File: config.mk
export PLATFORM = sky130hd
export DESIGN_NAME = alu_arbiter
export DESIGN_NICKNAME = d
export VERILOG_FILES = /design/src/rtl/alu_arb_pkg.sv /design/src/rtl/ALU_TOP.sv /design/src/rtl/alu_rr_arb2.sv /design/src/rtl/alu_arbiter.sv
export SDC_FILE = /design/constraint.sdc
export NUM_CORES = 1
export LEC_CHECK = 0
export BUFFER_PORTS_ARGS = -buffer_cell sky130_fd_sc_hd__buf_2
export CORE_MARGIN = 3
export CORE_UTILIZATION = 35
export DETAILED_ROUTE_END_ITERATION = 16
export GPL_TIMING_DRIVEN = 0
export SYNTH_ARGS = -nofsm -noshare
export SYNTH_HDL_FRONTEND = slang
export SYNTH_SLANG_ARGS = --single-unit
File: constraint.sdc
create_clock -name clk -period 8.1 [get_ports clk]
set_clock_uncertainty 0.15 [all_clocks]
set_input_delay 0.405 -clock clk [delete_from_list [all_inputs] [get_ports clk]]
set_output_delay 0.405 -clock clk [all_outputs]
set_load 0.03 [all_outputs]
File: src/rtl/alu_arb_pkg.sv
`default_nettype none
// ============================================================================
//  Module      : alu_arb_pkg
//  Description : Shared types and constants for the ALU request arbiter:
//                FSM state encoding, functional-unit select codes and the
//                response data width.
//  Revision    : 1.0 - initial release
// ============================================================================
package alu_arb_pkg;

    // Arbiter control states
    typedef enum logic [1:0] {
        S_IDLE = 2'd0,
        S_EXEC = 2'd1,
        S_CAPT = 2'd2,
        S_RESP = 2'd3
    } arb_state_e;

    // Functional-unit select carried in fun[3:2]
    localparam logic [1:0] UNIT_ARITH = 2'b00;
    localparam logic [1:0] UNIT_LOGIC = 2'b01;
    localparam logic [1:0] UNIT_CMP   = 2'b10;
    localparam logic [1:0] UNIT_SHIFT = 2'b11;

    localparam int ALU_WIDTH_DEF = 16;
    localparam int RSP_W         = 2 * ALU_WIDTH_DEF + 1;

    // Response width for an arbitrary operand width (full signed product + 1)
    function automatic int rsp_width(input int width);
        return 2 * width + 1;
    endfunction

endpackage
`default_nettype wire

File: src/rtl/ALU_TOP.sv
`default_nettype none
// ============================================================================
//  Module      : ALU_TOP
//  Description : Four-unit ALU with registered outputs. Every unit evaluates
//                the op code in parallel; the caller picks the unit it wants.
//                  arith : add, sub, signed mul, negate a   (2*WIDTH+1 bits)
//                  logic : and, or, xor, not a
//                  cmp   : eq, signed lt, signed gt, unsigned lt (result in bit 0)
//                  shift : sll, srl, sra, rotate-left by b[log2(WIDTH)-1:0]
//                Flags: compare flag is the comparison outcome; all other
//                units flag a non-zero result.
//  Revision    : 1.0 - initial release
// ============================================================================
module ALU_TOP #(
    parameter int WIDTH = 16
) (
    input  logic               clk,
    input  logic               rst,
    input  logic [WIDTH-1:0]   i_a,
    input  logic [WIDTH-1:0]   i_b,
    input  logic [1:0]         i_op,
    output logic [2*WIDTH:0]   o_arith,
    output logic               o_arith_flag,
    output logic [WIDTH-1:0]   o_logic,
    output logic               o_logic_flag,
    output logic [WIDTH-1:0]   o_cmp,
    output logic               o_cmp_flag,
    output logic [WIDTH-1:0]   o_shift,
    output logic               o_shift_flag
);

    localparam int c_SH_W = $clog2(WIDTH);

    logic signed [2*WIDTH:0]   w_a_ext;
    logic signed [2*WIDTH:0]   w_b_ext;
    logic signed [2*WIDTH:0]   w_arith;
    logic        [WIDTH-1:0]   w_logic;
    logic                      w_cond;
    logic        [WIDTH-1:0]   w_shift;
    logic        [c_SH_W-1:0]  w_sh;
    logic signed [WIDTH-1:0]   w_a_s;
    logic        [2*WIDTH-1:0] w_dbl;

    assign w_a_ext = {{(WIDTH + 1){i_a[WIDTH-1]}}, i_a};
    assign w_b_ext = {{(WIDTH + 1){i_b[WIDTH-1]}}, i_b};
    assign w_sh    = i_b[c_SH_W-1:0];
    assign w_a_s   = i_a;
    assign w_dbl   = {i_a, i_a} << w_sh;

    // Per-unit combinational results for the current op code
    always_comb begin
        w_arith = '0;
        w_logic = '0;
        w_cond  = 1'b0;
        w_shift = '0;
        case (i_op)
            2'b00: begin
                w_arith = w_a_ext + w_b_ext;
                w_logic = i_a & i_b;
                w_cond  = (i_a == i_b);
                w_shift = i_a << w_sh;
            end
            2'b01: begin
                w_arith = w_a_ext - w_b_ext;
                w_logic = i_a | i_b;
                w_cond  = ($signed(i_a) < $signed(i_b));
                w_shift = i_a >> w_sh;
            end
            2'b10: begin
                w_arith = w_a_ext * w_b_ext;
                w_logic = i_a ^ i_b;
                w_cond  = ($signed(i_a) > $signed(i_b));
                w_shift = w_a_s >>> w_sh;
            end
            default: begin
                w_arith = -w_a_ext;
                w_logic = ~i_a;
                w_cond  = (i_a < i_b);
                w_shift = w_dbl[2*WIDTH-1:WIDTH];
            end
        endcase
    end

    // Output register stage
    always_ff @(posedge clk) begin
        if (rst) begin
            o_arith      <= '0;
            o_arith_flag <= 1'b0;
            o_logic      <= '0;
            o_logic_flag <= 1'b0;
            o_cmp        <= '0;
            o_cmp_flag   <= 1'b0;
            o_shift      <= '0;
            o_shift_flag <= 1'b0;
        end else begin
            o_arith      <= w_arith;
            o_arith_flag <= (w_arith != '0);
            o_logic      <= w_logic;
            o_logic_flag <= (w_logic != '0);
            o_cmp        <= {{(WIDTH - 1){1'b0}}, w_cond};
            o_cmp_flag   <= w_cond;
            o_shift      <= w_shift;
            o_shift_flag <= (w_shift != '0);
        end
    end

endmodule
`default_nettype wire

File: src/rtl/alu_rr_arb2.sv
`default_nettype none
// ============================================================================
//  Module      : alu_rr_arb2
//  Description : Two-way combinational round-robin arbiter. With both ports
//                requesting, the port that was not granted last wins. The
//                last-grant state is held by the parent.
//  Revision    : 1.0 - initial release
// ============================================================================
module alu_rr_arb2 (
    input  logic [1:0] req,
    input  logic       last_grant,
    output logic [1:0] grant
);

    // One-hot grant: port 0 wins unless port 1 also requests and port 0 went last
    always_comb begin
        grant = 2'b00;
        if (req[0] && (!req[1] || last_grant)) begin
            grant = 2'b01;
        end else if (req[1]) begin
            grant = 2'b10;
        end
    end

endmodule
`default_nettype wire

File: src/rtl/alu_arbiter.sv
`default_nettype none
// ============================================================================
//  Module      : alu_arbiter
//  Description : Shares one ALU_TOP between two valid/ready requesters.
//                Round-robin grant, ALU operand registers, wait for the ALU
//                output register, capture of the unit addressed by fun[3:2]
//                and a held valid/ready response tagged with the requester.
//                Optional macro ALU_ARB_BACK2BACK_EN lets the response
//                handshake cycle accept the next request directly.
//  Revision    : 1.0 - initial release
// ============================================================================
module alu_arbiter
    import alu_arb_pkg::*;
#(
    parameter int WIDTH = ALU_WIDTH_DEF
) (
    input  logic               clk,
    input  logic               rst,
    input  logic               req0_valid,
    input  logic               req1_valid,
    output logic               req0_ready,
    output logic               req1_ready,
    input  logic [WIDTH-1:0]   req0_a,
    input  logic [WIDTH-1:0]   req0_b,
    input  logic [WIDTH-1:0]   req1_a,
    input  logic [WIDTH-1:0]   req1_b,
    input  logic [3:0]         req0_fun,
    input  logic [3:0]         req1_fun,
    output logic               rsp_valid,
    input  logic               rsp_ready,
    output logic               rsp_id,
    output logic [2*WIDTH:0]   rsp_data,
    output logic               rsp_flag,
    output logic               busy
);

    localparam int c_RSP_W = rsp_width(WIDTH);

    arb_state_e          r_state;
    logic [WIDTH-1:0]    r_alu_a;
    logic [WIDTH-1:0]    r_alu_b;
    logic [3:0]          r_alu_fun;
    logic                r_id;
    logic                r_last_grant;

    logic [1:0]          w_req;
    logic [1:0]          w_grant;
    logic [1:0]          w_take;
    logic                w_accept_ok;

    logic [c_RSP_W-1:0]  w_arith;
    logic                w_arith_flag;
    logic [WIDTH-1:0]    w_logic;
    logic                w_logic_flag;
    logic [WIDTH-1:0]    w_cmp;
    logic                w_cmp_flag;
    logic [WIDTH-1:0]    w_shift;
    logic                w_shift_flag;
    logic [c_RSP_W-1:0]  w_sel_data;
    logic                w_sel_flag;

    assign w_req = {req1_valid, req0_valid};

    alu_rr_arb2 u_arb (
        .req        (w_req),
        .last_grant (r_last_grant),
        .grant      (w_grant)
    );

`ifdef ALU_ARB_BACK2BACK_EN
    // A completing response frees the ALU, so the same cycle may accept
    assign w_accept_ok = !rst && ((r_state == S_IDLE) || ((r_state == S_RESP) && rsp_ready));
`else
    assign w_accept_ok = !rst && (r_state == S_IDLE);
`endif

    assign w_take     = w_accept_ok ? w_grant : 2'b00;
    assign req0_ready = w_take[0];
    assign req1_ready = w_take[1];

    ALU_TOP #(
        .WIDTH (WIDTH)
    ) u_alu (
        .clk          (clk),
        .rst          (rst),
        .i_a          (r_alu_a),
        .i_b          (r_alu_b),
        .i_op         (r_alu_fun[1:0]),
        .o_arith      (w_arith),
        .o_arith_flag (w_arith_flag),
        .o_logic      (w_logic),
        .o_logic_flag (w_logic_flag),
        .o_cmp        (w_cmp),
        .o_cmp_flag   (w_cmp_flag),
        .o_shift      (w_shift),
        .o_shift_flag (w_shift_flag)
    );

    // Pick the registered result of the unit addressed by the latched function
    always_comb begin
        w_sel_data = w_arith;
        w_sel_flag = w_arith_flag;
        case (r_alu_fun[3:2])
            UNIT_LOGIC: begin
                w_sel_data = {{(c_RSP_W - WIDTH){1'b0}}, w_logic};
                w_sel_flag = w_logic_flag;
            end
            UNIT_CMP: begin
                w_sel_data = {{(c_RSP_W - WIDTH){1'b0}}, w_cmp};
                w_sel_flag = w_cmp_flag;
            end
            UNIT_SHIFT: begin
                w_sel_data = {{(c_RSP_W - WIDTH){1'b0}}, w_shift};
                w_sel_flag = w_shift_flag;
            end
            default: begin
                w_sel_data = w_arith;
                w_sel_flag = w_arith_flag;
            end
        endcase
    end

    // Control FSM: accept, let the ALU register stage fill, capture, hold response
    always_ff @(posedge clk) begin
        if (rst) begin
            r_state      <= S_IDLE;
            r_alu_a      <= '0;
            r_alu_b      <= '0;
            r_alu_fun    <= '0;
            r_id         <= 1'b0;
            r_last_grant <= 1'b1;
            rsp_valid    <= 1'b0;
            rsp_id       <= 1'b0;
            rsp_data     <= '0;
            rsp_flag     <= 1'b0;
            busy         <= 1'b0;
        end else begin
            // Operand registers only change on a grant and hold otherwise
            if (w_take != 2'b00) begin
                r_alu_a      <= w_take[1] ? req1_a   : req0_a;
                r_alu_b      <= w_take[1] ? req1_b   : req0_b;
                r_alu_fun    <= w_take[1] ? req1_fun : req0_fun;
                r_id         <= w_take[1];
                r_last_grant <= w_take[1];
            end
            case (r_state)
                S_IDLE: begin
                    if (w_take != 2'b00) begin
                        r_state <= S_EXEC;
                        busy    <= 1'b1;
                    end
                end
                S_EXEC: begin
                    r_state <= S_CAPT;
                end
                S_CAPT: begin
                    rsp_data  <= w_sel_data;
                    rsp_flag  <= w_sel_flag;
                    rsp_id    <= r_id;
                    rsp_valid <= 1'b1;
                    r_state   <= S_RESP;
                end
                S_RESP: begin
                    if (rsp_ready) begin
                        rsp_valid <= 1'b0;
                        if (w_take != 2'b00) begin
                            r_state <= S_EXEC;
                        end else begin
                            r_state <= S_IDLE;
                            busy    <= 1'b0;
                        end
                    end
                end
                default: begin
                    r_state <= S_IDLE;
                    busy    <= 1'b0;
                end
            endcase
        end
    end

endmodule
`default_nettype wire

==> results of run 1 <==
layout by cell type (no fill, tap or decap), types with 8 or more instances in the layout:
cell type  netlist  routed
a211o_1         16      16
a211oi_1        31      31
a21o_1           9       9
a21oi_1        119     117
a222oi_1        36      36
a31oi_1         13      13
and3_1          12      12
buf_1           24      11
buf_2           21     135
buf_4            2      15
clkbuf_1       104      72
clkbuf_16        0      17
clkbuf_2         0      17
dfxtp_1        146     144
fa_1           264     263
ha_1           140     140
inv_1          368     364
mux2i_1         47      46
mux4_2          38      38
nand2_1        185     185
nand2b_1         9       9
nand3_1         21      21
nand4_1         10      10
nor2_1         323     323
nor2b_1         51      51
nor3_1          33      33
nor4_1          16      15
o211ai_1        16      16
o21a_1          16      16
o21ai_0         63      62
o21ai_1          8       9
o31ai_1          9       8
or2_2            9       9
or3_1           10      10
xnor2_1         31      31
xor2_1          14      14
worst max-delay path, delay by kind of cell, from the launching register on:
kind	cells	cell delay [ns]
xor gates and xnor gates	1	0.28
buffers and inverters	5	1.24
DFF	1	0.58
AOI/OAI and AO/OA	5	1.03
adders and majority gates	7	3.34
and+or+nand+nor	5	1.07
state kept, by name (all words and copies together), names as in the netlist:
| signal | cells |
|---|---|
| rsp_valid | 1 |
| r_alu_a | 16 |
| busy | 1 |
| rsp_flag | 1 |
| u_alu.o_cmp | 1 |
| r_last_grant | 1 |
| r_alu_fun | 4 |
| r_state | 2 |
| u_alu.o_arith | 33 |
| r_alu_b | 16 |
| u_alu.o_logic | 16 |
| u_alu.o_shift_flag | 1 |
| r_id | 1 |
| u_alu.o_arith_flag | 1 |
| u_alu.o_shift | 16 |
| rsp_data | 33 |
| u_alu.o_logic_flag | 1 |
| rsp_id | 1 |
final cells by class:
type                       instances  area, µm²  area share
tap                              748        936      0.0419
clock buffer                      17        425      0.0191
timing repair buffer             127        678      0.0304
multi-input combinational       1678      15000       0.674
clock inverter                    15        183     0.00819
sequential                       146       2930       0.131
inverter                         378       1450      0.0648
buffer                           139        676      0.0303
cells by family (layout without fill, tap and decap cells):
family | after synthesis | in the layout
AOI/OAI and AO/OA | 417 | 417
buffers and inverters | 532 | 676
xor gates and xnor gates | 45 | 45
and+or+nand+nor | 720 | 720
adders and majority gates | 404 | 404
DFF | 146 | 146
muxes | 92 | 92
per-stage QoR:
stage / setup TNS, ns / cells / instance area (µm²)
floorplan: 0 / 2356 / 19900
global placement: -17.41 / 3219 / 21500
detailed placement: -17.67 / 3219 / 21500
CTS: 0 / 3243 / 22200
global route: 0 / 3248 / 22300
finish: 0 / 3248 / 22300
routing by layer:
| metal | part of all wire | vias to the layer above | wire length (µm) | track usage |
|---|---|---|---|---|
| met1 | 0.40 | 9335 | 32600 | 0.352 |
| met3 | 0.076 | 176 | 6160 | 0.0461 |
| li1 | - | 8051 | - | - |
| met5 | 0 | - | 0 | 0 |
| met2 | 0.47 | 894 | 37900 | 0.452 |
| met4 | 0.053 | 0 | 4290 | 0.127 |
final timing paths:
kind                           from            endpoint  slack (ns)  cells past startpoint
setup / recovery        r_alu_a[14]  u_alu.o_arith_flag        0.22                     23
hold / removal           req0_a[13]         r_alu_a[13]        0.05                      3
setup reg to reg        r_alu_a[14]  u_alu.o_arith_flag        0.22                     23
hold reg to reg   u_alu.o_arith[28]        rsp_data[28]        0.32                      2
power groups by stage:
stage	Combinational (mW)	Clock [mW]	Sequential, mW
after floorplan	2.01	0	1.06
after global placement	3.09	0	1.04
after detailed placement	3.11	0	1.04
after CTS	3.15	0.846	1.02
after global routing	3.49	0.869	1.04
final	3.24	0.834	1.03
what timing repair did:
item / 4_1_cts / 5_1_grt
gates resized for setup: 47 / 55
pin swaps: 0 / 1
buffers inserted: 1 / 11
endpoints found under the setup margin: 23 / 2
==> metrics.md, run 1 <==
| Metric | Value |
|---|---|
| Synth Area in Compound Gates | 0.143 |
| Reg clk slew, reported paths | 0.08 ns |
| Fmax | roughly 130 MHz |
| LEAKAGE | 10.3 nW |
| Fill cell count | 5,811 |
| Nature of the critical path endpoint | flop |
| Fraction of layout cells with a size suffix above 1 | 0.125 |
| Maximum root-to-sink buffer count | 2 |
| Post-Synth Simple-Gate Area | 0.164 |
| Cell Pwr Density | 229 mW/mm² |
| Final Hold Fails | 0 |
| Critical path's slowest cell | dfxtp_2 |
| Vias after detailed routing | roughly 18,000 |
| Syn-to-layout area delta | 11.9% |
| Max cap viols | 0 |
| Initial antenna violation count | 0 |
| Core Rows | 86 |
| GRT Total Usage | 0.274 |
| Top-count cell post-synth | inv_1 |
| Net Count, Synth | between 2,000 and 3,000 |
| Via-to-Cell Ratio | 5.68 |
| Tcrit/Tclk final | 0.973 |
| Pre-CTS setup slack | -1.66 ns |
| Number of synthesized flops with an enable pin | 0 |
| Post-synthesis mux area share | 0.0705 |
| Net Switching | roughly 2.7 mW |
| Fraction of registers with async set/reset | 0 |
| Required @ worst endpoint | 8.24 ns |
| Critical-path cell list | clkbuf_2, clkinvlp_4, buf_4, nor2_1, fa_1, fa_1, fa_1, fa_1, fa_1, inv_1, fa_1, inv_1, ha_1, nand4_1, or3_1, o211ai_1, o21ai_1, o21ai_0, xnor2_1, o211a_1, nand4_1, nor4b_2, a41oi_1 |
| Sw frac | 0.527 |
| ANT cells | 0 |
| Hold Slack | approximately 0.045 ns |
| Final setup violation count | 0 |
| Largest net degree at the start of global routing | 20 |
| Outcome | finished, final reports clean |
| Synth Register Bits | ~150 |
| Count of port buffers added during placement | roughly 120 |
| Max-slew violation count | 0 |
| Core area | between 0.05 and 0.06 mm² |
| Root Buffer | clkbuf_16 |
| Grt total ovfl | 0 |
| H-tree depth reported by CTS | 4 |
| Yosys cell types | 89 |
| DR iter-0 viols | ~1,700 |
| Worst-path fanout max | 10 |
| Post-route ant nets | 0 |
| Ports | between 100 and 150 |
| Placer congestion estimate | roughly 0.99 |
| Vias in the first global route | about 19,000 |
| CP peak stage delay | ~0.58 ns |
| Hold buffer count at cts | 0 |
| RSZ-0062 raised after global routing | no |
| Post-synthesis sequential area ratio | 0.147 |
| Crit Path Category | reg -> reg |
| Die area | around 0.06 mm² |
| Pint | 2.41 mW |
| Avg Cell Area, Syn | around 8.5 µm² |
| Netlist area before placement | between 0.015 and 0.02 mm² |
| Area contributors post-synth | fa_1, dfxtp_1, ha_1 |
| Slew @ Worst Pin | roughly 1.1 ns |
| Die height | 245 µm |
| Initial core utilization | 0.358 |
| Largest family of logic cells by synthesized area | adder cells |
| Pwr Total | 5.10 mW |
| Die X | 245 µm |
| Synth area leader | fa_1 |
| Peak VDD IR | about 0.00014 V |
| Final setup margin | around 0.22 ns |
| Clock power share | 0.164 |
| Adder-Cell Fraction of Synth Area | 0.353 |
| Top FF cell, synth | dfxtp_1 |
| Commonest cells post-synth | inv_1, nor2_1, fa_1 |
| Crit path arrival time | between 8 and 9 ns |
| DP Wirelength | between 60,000 and 70,000 µm |
| Synth Area in XOR/XNOR | 0.0198 |
| DRC | 0 |
| First-pass GRT wire length | 122,000 µm |
| Detailed Routing Iterations Pass 1 | 6 |
| Worst hold path type | in -> reg |
| Post-route minimum period | around 7.9 ns |
| Total wire length | ~81,000 µm |
| Yosys synthesis warning count | 0 |
| Clock sink count | ~150 |
| Finished Core Util | 0.400 |
| TritonCTS Buffers | 17 |
| Relative slew slack | 0.234 |
| Combinational fraction of design power | 0.635 |
| Most used cell, CP | fa_1 |
| Flop pwr share | 0.202 |
| Clock latency on the worst-skew pair | approximately 0.47 ns |
| CTS tree | yes |
| Post-synth top area share | 0.265 |
| Routed WL per cell | roughly 25 µm |
| Syn Inst Count | 2,356 |
| Worst Setup Start Kind | flop |
| Layout Nets | around 3,000 |
No activity file was read; power rests on OpenSTA's default activity.
==> run 2: changes to the inputs <==
--- a/config.mk
+++ b/config.mk
@@ -5,7 +5,7 @@
 export SDC_FILE = /design/constraint.sdc
 export NUM_CORES = 1
 export LEC_CHECK = 0
-export BUFFER_PORTS_ARGS = -buffer_cell sky130_fd_sc_hd__buf_2
+export BUFFER_PORTS_ARGS = -buffer_cell sky130_fd_sc_hd__clkbuf_2
 export CORE_MARGIN = 3
 export CORE_UTILIZATION = 35
 export DETAILED_ROUTE_END_ITERATION = 16
==> metrics.md, run 2 (synthesized netlist as in run 1, its figures left out) <==
| Metric | Value |
|---|---|
| Outcome | finished, final reports clean |
| Worst-path fanout max | 10 (unchanged) |
| Initial antenna violation count | 1 (+1) |
| Total wire length | 81,000 µm (about the same) |
| CTS tree | yes |
| Count of port buffers added during placement | 115 (unchanged) |
| Vias after detailed routing | 18,400 (-0.25%) |
| Relative slew slack | 0.225 (-0.00948) |
| R2r startpoint | r_alu_a[15] |
| Die height | 245 µm (unchanged) |
| Via-to-Cell Ratio | 5.67 (-0.16%) |
| Register Area | 0.00293 mm² (unchanged) |
| Tcrit/Tclk final | 0.969 (-0.00405) |
| Maximum root-to-sink buffer count | 2 (unchanged) |
| Most frequent cells in the layout | inv_1, nor2_1, fa_1, nand2_1, dfxtp_1 |
| First-pass GRT wire length | 121,000 µm (-1.2%) |
| Fill cell count | 5,730 (-1.4%) |
| Crit Path Category | reg -> reg |
| Core area | 0.0557 mm² (unchanged) |
| Most used cell, CP | fa_1 |
| Multi-input gate area | 0.0150 mm² (about the same) |
| Syn-to-layout area delta | 11.7% |
| Final Hold Fails | 0 (unchanged) |
| Hold Path Origin | req0_b[8] |
| Clock sink count | 146 (unchanged) |
| Top Registers | rsp_data (33), u_alu.o_arith (33) |
| LEAKAGE | 10.3 nW (-0.25%) |
| Reg2reg end | u_alu.o_arith_flag |
| Placed inst area | 0.0215 mm² (unchanged) |
| Critical path's slowest cell | fa_2 |
| Commonest non-fill, non-tap cell in the layout | inv_1 |
| Max cap viols | 0 (unchanged) |
| Peak VDD IR | 0.000156 V (+12%) |
| Nature of the critical path endpoint | flop |
| Post-route minimum period | 7.85 ns (-0.0328 ns) |
| Largest net degree at the start of global routing | 20 (unchanged) |
| DRC | 0 (unchanged) |
| Final setup violation count | 0 (unchanged) |
| Core Rows | 86 (unchanged) |
| Root Buffer | clkbuf_16 |
| CP peak stage delay | 0.72 ns (+0.14 ns) |
| Post-route ant nets | 0 (unchanged) |
| Max-slew violation count | 0 (unchanged) |
| Ports | 116 (unchanged) |
| Reg clk slew, reported paths | 0.08 ns (about the same) |
| DR iter-0 viols | 1,777 (+5.0%) |
| Placer congestion estimate | 0.997 (+0.62%) |
| Layout Nets | 2,965 (-0.10%) |
| Worst hold path type | in -> reg |
| Worst Setup Start Kind | flop |
| DP Wirelength | 65,200 µm (-0.19%) |
| Slew @ Worst Pin | 1.16 ns (+0.0167 ns) |
| Min-Delay Path Depth | 3 (unchanged) |
| Crit path arrival time | 8.00 ns (-0.02 ns) |
| H-tree depth reported by CTS | 4 (unchanged) |
| Required @ worst endpoint | 8.25 ns (about the same) |
| RSZ-0062 raised after global routing | no |
| Fmax | 127 MHz (+0.42%) |
| Final setup margin | 0.251 ns (+0.0328 ns) |
| Grt total ovfl | 0 (unchanged) |
| Worst hold endpoint | r_alu_b[8] |
| Initial core utilization | 0.358 (unchanged) |
| Routed WL per cell | 25.0 µm (+0.18%) |
| Worst reg2reg setup slack | 0.25 ns (+0.03 ns) |
| Die area | 0.0599 mm² (unchanged) |
| FF-to-FF path depth | 21 (-8.7%) |
| WP buf/inv | 3 (-2) |
| Critical-path cell list | clkbuf_4, clkbuf_4, nand2_1, fa_2, inv_1, fa_2, fa_1, fa_1, fa_1, fa_1, ha_1, o21ai_0, nand2b_1, xor2_1, o311a_1, nor4b_2, nand4_1, nor4_4, nand4_1, nor4b_2, a41oi_1 |
| Clock latency on the worst-skew pair | 0.47 ns (about the same) |
| Die X | 245 µm (unchanged) |
| Fraction of layout cells with a size suffix above 1 | 0.124 (-0.00105) |
| Cell Pwr Density | 229 mW/mm² (+0.24%) |
| Detailed Routing Iterations Pass 1 | 9 (+3) |
| Final instance area | 0.0223 mm² (-0.16%) |
| Vias in the first global route | 19,100 (-0.72%) |
| ANT cells | 0 (unchanged) |
| GRT Total Usage | 0.271 (-0.00242) |
| Pre-CTS setup slack | -1.74 ns (-0.0739 ns) |
| TritonCTS Buffers | 17 (unchanged) |
| Family with the most delay on the worst path | adder cells |
==> run 2: cell count changes in the layout (fill, tap and decap cells not counted), sizes merged <==
cell / before / now
buf: 168 / 54
bufinv: 0 / 1
clkbuf: 114 / 226
clkdlybuf4s15: 1 / 0
clkinv: 10 / 9
clkinvlp: 7 / 6
inv: 376 / 377
==> run 2: layer usage <==
| layer | share of wire | up-vias | track usage |
|---|---|---|---|
| met1 | 0.40 | 9298 | 0.346 |
| met2 | 0.47 | 862 | 0.448 |
| li1 | - | 8048 | - |
| met4 | 0.055 | 0 | 0.134 |
| met5 | 0 | - | 0 |
| met3 | 0.075 | 201 | 0.0454 |
==> run 2: what timing repair did <==
| action | 4_1_cts | 5_1_grt |
|---|---|---|
| resized for setup | 46 | 50 |
| setup endpoints to repair | 23 | 2 |
| setup buffers | 2 | 9 |
| pin swaps | 1 | 1 |
| endpoints found under the hold margin | 0 | 0 |
| hold buffers | 0 | 0 |
==> run 2: power by group <==
group | internal (mW) | switching (mW) | total [mW]
registers | 0.890 | 0.141 | 1.03
logic | 1.10 | 2.13 | 3.23
clock network | 0.444 | 0.401 | 0.845
==> run 2: layout make-up <==
type,count,area share
Timing Repair Buffer,126,0.0295
Multi-Input combinational cell,1678,0.675
Clock inverter,15,0.00870
Sequential cell,146,0.131
Inverter,378,0.0648
Buffer,137,0.0294
Clock buffer,17,0.0191
Tap cell,748,0.0420
==> run 2: worst max path at each step <==
stage                          to  depth (start not counted)         from
2_1_floorplan  u_alu.o_arith_flag                         26   r_alu_b[3]
3_3_place_gp   u_alu.o_arith_flag                         26   r_alu_b[3]
3_5_place_dp   u_alu.o_arith_flag                         26   r_alu_b[3]
4_1_cts        u_alu.o_arith_flag                         24  r_alu_a[14]
5_1_grt        u_alu.o_arith_flag                         24   r_alu_b[1]
6_report       u_alu.o_arith_flag                         21  r_alu_a[15]
==> run 2: worst min-delay path, cell delays in order <==
cell	delay [ns]
clkbuf_2	0.07
a222oi_1	0.07
nor2_1	0.08
==> run 2: per-stage QoR <==
step	power, mW	hold WS, ns	TNS [ns]	util	instances
floorplan	3.06	0.282	0	-	2356
global placement	4.13	0.298	-18.24	0.385	3219
detailed placement	4.15	0.298	-18.36	0.385	3219
CTS	5.03	0.0195	0	0.398	3245
global route	5.40	0.0524	0	0.400	3245
finish	5.10	0.0392	0	0.400	3245
